<file path="src/rtl/kogge_stone_adder16.sv">
// Registered unsigned adder whose carries come from a radix-2 Kogge-Stone prefix tree.
// {carry, s} is the (WIDTH+1)-bit sum of a and b, one clock after the operands are sampled.
module kogge_stone_adder16 #(
    parameter int WIDTH = 16
) (
    input  logic             clk,
    input  logic             rst,
    input  logic [WIDTH-1:0] a,
    input  logic [WIDTH-1:0] b,
    output logic [WIDTH-1:0] s,
    output logic             carry
);

    localparam int LEVELS = $clog2(WIDTH);

    // g_lvl[k][i] / p_lvl[k][i]: group generate/propagate of bits i down to i-2^k+1 (clipped at 0).
    logic [WIDTH-1:0] g_lvl [LEVELS+1];
    logic [WIDTH-1:0] p_lvl [LEVELS];

    logic [WIDTH-1:0] sum_next;
    logic             carry_next;

    assign g_lvl[0] = a & b;
    assign p_lvl[0] = a ^ b;

    for (genvar k = 0; k < LEVELS; k++) begin : g_level
        localparam int SPAN = 1 << k;

        for (genvar i = 0; i < WIDTH; i++) begin : g_bit
            if (i >= SPAN) begin : g_cell
                assign g_lvl[k+1][i] = g_lvl[k][i] | (p_lvl[k][i] & g_lvl[k][i-SPAN]);
                // The last level only feeds the sum XORs and carry, so it never needs P.
                if (k < LEVELS - 1) begin : g_prop
                    assign p_lvl[k+1][i] = p_lvl[k][i] & p_lvl[k][i-SPAN];
                end
            end else begin : g_pass
                assign g_lvl[k+1][i] = g_lvl[k][i];
                if (k < LEVELS - 1) begin : g_prop
                    assign p_lvl[k+1][i] = p_lvl[k][i];
                end
            end
        end
    end

    // Low half of the final-level P feeds no cell; sink it so it is visibly intentional.
    logic unused_final_p;
    assign unused_final_p = ^p_lvl[LEVELS-1][WIDTH/2-1:0];

    assign sum_next[0]         = p_lvl[0][0];
    assign sum_next[WIDTH-1:1] = p_lvl[0][WIDTH-1:1] ^ g_lvl[LEVELS][WIDTH-2:0];
    assign carry_next          = g_lvl[LEVELS][WIDTH-1];

    // NOTE: registered state uses non-blocking assignments so every flop samples pre-edge values.
    always_ff @(posedge clk) begin
        if (rst) begin
            s     <= '0;
            carry <= 1'b0;
        end else begin
            s     <= sum_next;
            carry <= carry_next;
        end
    end

endmodule

</file>
<file path="config.mk">
export PLATFORM = sky130hd
export DESIGN_NAME = kogge_stone_adder16
export DESIGN_NICKNAME = d
export VERILOG_FILES = /design/src/rtl/kogge_stone_adder16.sv
export SDC_FILE = /design/constraint.sdc
export NUM_CORES = 1
export LEC_CHECK = 0
export ABC_CLOCK_PERIOD_IN_PS = 2240
export CAP_MARGIN = 0
export CORE_UTILIZATION = 39
export DETAILED_ROUTE_END_ITERATION = 6
export PLACE_DENSITY_LB_ADDON = 0.3
export SLEW_MARGIN = 20
export SYNTH_ARGS = -nofsm -noshare
export SYNTH_HDL_FRONTEND = slang
export SYNTH_SLANG_ARGS = --single-unit
</file>
<file path="constraint.sdc">
create_clock -name clk -period 2.24 [get_ports clk]
set_input_delay 0.448 -clock clk [delete_from_list [all_inputs] [get_ports clk]]
set_output_delay 0.448 -clock clk [all_outputs]
set_load 0.03 [all_outputs]
</file>
* Word level (Yosys, flattened, before mapping) *
Cells that the tools add are included.

operators by class
  bitwise gates (word level) = 135

operators by type and width
  kind              number
  1-bit AND         83
  1-bit bitwise OR  49
  16-bit AND        1
  16-bit XOR        1
  15-bit XOR        1

storage, ports and cells
  input port bits = 34
  output and inout port bits = 17
  register bits = 17

* Depth between registers and ports, before layout *
  depth after elaboration = 9
  depth in mapped cells = 7

* Worst setup path before layout *
OpenSTA, ideal clock, no wires.

  path kind = input-to-reg
  start = input a[0]
  end = register s[12]
  setup slack = -103 ps
  path buffers = 0
  stages on the path = 7
  arrival = 2281 ps
  setup time = 62 ps
  cell sequence = ha_1 > fa_1 > a21o_2 > a221oi_4 > nor2_2 > or4_1 > nand3_1

between the ends
  cells in the longest elaborated chain, start to end = 8

RTL lines
  item                    RTL line  source
  start: declaration      8         input logic [WIDTH-1:0] a,
  16-bit AND              23        assign g_lvl[0] = a & b;
  1-bit AND               31        assign g_lvl[k+1][i] = g_lvl[k][i] | (p_lvl[k][i] & g_lvl[k][i-SPAN]);
  1-bit bitwise OR        31
  1-bit AND               31
  1-bit bitwise OR        31
  1-bit AND               31
  1-bit bitwise OR        31
  15-bit XOR              50        assign sum_next[WIDTH-1:1] = p_lvl[0][WIDTH-1:1] ^ g_lvl[LEVELS][WIDTH-2:0];
  end signal: assignment  59        s <= sum_next;
  end: declaration        10        output logic [WIDTH-1:0] s,

No other way between the ends.
A chain may end at the register's enable or synchronous reset.

* Worst setup path in the final report *
  start = input b[4]
  end = register s[15]

between the ends
  cells in the longest elaborated chain, start to end = 9

RTL lines
  item                RTL line  source
  start: declaration  9         input logic [WIDTH-1:0] b,
  16-bit XOR          24        assign p_lvl[0] = a ^ b;
  1-bit AND           31
  1-bit bitwise OR    31
  1-bit AND           31
  1-bit bitwise OR    31
  1-bit bitwise OR *  31
  1-bit AND *         31
  1-bit bitwise OR *  31
  15-bit XOR *        50

Mark *: on every way between the ends. The rest lies on a longest branch, timed or not.

==> flow_summary.ini <==
[yosys]
async_flop_share = 0
synth-seq-cells = 17
netlist.area_leader.share = 0.266
synth_edf_count = 0
ys_seq_area_frac = 0.266
syn_nets = 201
yosysUniqueCellTypes = 42
yosys.area.top_type = dfxtp_1
synth_ff_type = dfxtp_1
yosysMostFrequentCell = dfxtp_1
synth_commonest_cells = 17 x dfxtp_1, 16 x ha_1, 16 x nor2_1, 12 x a21oi_1, 11 x nand2_1
synth_warnings = 0
postSynthAreaPerCell_um2 = 8.54
synth_area_um2 = 1280
synthTopCellsByArea = dfxtp_1 27%, ha_1 16%, a21oi_1 4.7%
netlist_instances = 150

[global_route]
grt.total_usage = 0.223
grt_overflow = 0
grt_pass1_vias = 1436
grt_pass1_wl_um = 6000
grt_max_degree = 23
antenna_found_initial = 0

[layout]
syn2layout_area_growth_pct = 69.8
drive_above_1_share = 0.247
fillers = 260
final_area_um2 = 2180
stdcell_count = 279
fin_util = 0.707
antennaDiodeCount = 0
nets = 287

[clock_network]
clk_path_buf_depth = 2
h-tree-depth = 1
hold_buffers = 0
cts_tree = built
clock_sinks = 17
cts_root_buf = clkbuf_4
path_clk_slew_ps = 120
cts_buffers = 3

[routing]
routed_wl_um = 3600
drt_iter0_markers = 36
drt_pre_antenna_iters = 4
vias_per_cell = 5.11
post_drt_wl_per_cell_um = 12.9
dr_total_vias = 1427
route.antenna.remaining_nets = 0
drc_errors = 0

[floorplan]
die_area_um2 = 3520
start_util = 0.416
die_y_um = 59.3
ios = 51
core_um2 = 3080
num_rows = 20
fp.dieW_um = 59.3

[min_path]
hold_path.startpoint = b[0]
hold_depth = 3
hold_path.class = primary input to flop

[placed_design]
dp_hpwl_um = 3000
placed_cell_area_um2 = 2100
place.gp.congestion = 0.887
post-place-ws_ps = -506
dp_cells = 274
numPortBuffers = 50

[sta]
fin_tns_setup_ps = 0
setup_ws_ps = 46.5
worst_slew_pin_slew_ps = 350
rsz0062_at_grt = false
setup_viol_count_final = 0
drv_slew = 0
period_share = 0.979
slew-limit-headroom = 0.765
fmax_mhz = 456
period_needed_ps = 2190
hold_viol = 0

[setup_path]
crit_path_max_fanout = 4
cp.required_ps = 2450
cp-startpoint = b[4]
end_kind = flop
crit_type = primary input to flop
critPathLaunchType = primary input
cp.arrival_ps = 2400

[run]
drv_cap = 0

[power_and_ir_drop]
p_leak_nw = 0.986
powerDensity_nw_per_um2 = 508
vdd_ir_drop_max_v = 0.000280

[outcome]
status = completed
## worst max-delay path, cell delays in order
cell and delay (ps):
clkdlybuf4s50_1 510, ha_4 220, a21o_1 210, a211o_2 330, a31o_2 240, a21oi_2 110, mux2_2 340
## layer usage
metal / wire length [um] / part of all wire / vias to the layer above / global-route usage
li1: - / - / 720 / -
met1: 1570 / 0.44 / 664 / 0.262
met4: 40 / 0.011 / 0 / 0.0748
met3: 143 / 0.040 / 5 / 0.0306
met5: 0 / 0 / - / 0
met2: 1850 / 0.51 / 38 / 0.411
## layout make-up
cell class / count / area, um2 / share of cell area
clock inverter: 1 / 5.00 / 0.00230
sequential: 17 / 340 / 0.156
inverter: 5 / 18.8 / 0.00863
tap: 44 / 55.1 / 0.0253
clock buffer: 3 / 22.5 / 0.0104
timing repair buffer: 86 / 769 / 0.354
multi-input combinational: 123 / 965 / 0.443
## state kept, by name, indices dropped and copies added (netlist names)
register  cells
s            16
carry         1
## logic make-up (layout without fill, tap and decap cells)
kind of cell    Yosys count  in the layout  synth area share
simple gates             53             53             0.212
fa+ha+maj                17             17             0.172
xor+xnor                  8              8            0.0547
compound gates           42             42             0.240
buf+inv                  10             95            0.0293
mux                       3              3            0.0264
flops                    17             17             0.266
## path summary, 6_finish.rpt
check                           to  slack [ps]
hold / removal     s[0]$_SDFF_PP0_         650
setup / recovery  s[15]$_SDFF_PP0_          50
## placed cells by master, fill, tap and decap left out, types with 4 or more instances in the layout
master / n
a21o_1: 6
a21oi_1: 11
buf_4: 36
clkdlybuf4s50_1: 43
dfxtp_1: 17
dlygate4sd2_1: 5
ha_1: 13
inv_1: 5
nand2_1: 11
nor2_1: 16
nor3_1: 5
o21ai_0: 4
xor2_1: 5
## report_power, final
part           leakage [nW]  internal (mW)  switching [mW]
Combinational         0.826          0.297           0.278
Sequential            0.142          0.341         0.00928
Clock                0.0177         0.0666           0.113
## repair_timing
action                                  in CTS  in global routing
endpoints found under the setup margin       8                  4
pin swaps                                    8                  1
resized for setup                            8                  4
buffers inserted                             1                  0
## stage by stage
step	total power [mW]	hold WS, ps
after detailed placement	0.919	1260
after global routing	1.17	713
after floorplan	0.654	634
final	1.10	650
after global placement	0.904	1210
after CTS	1.10	676
Note: power is estimated with default switching activity, not from simulation.
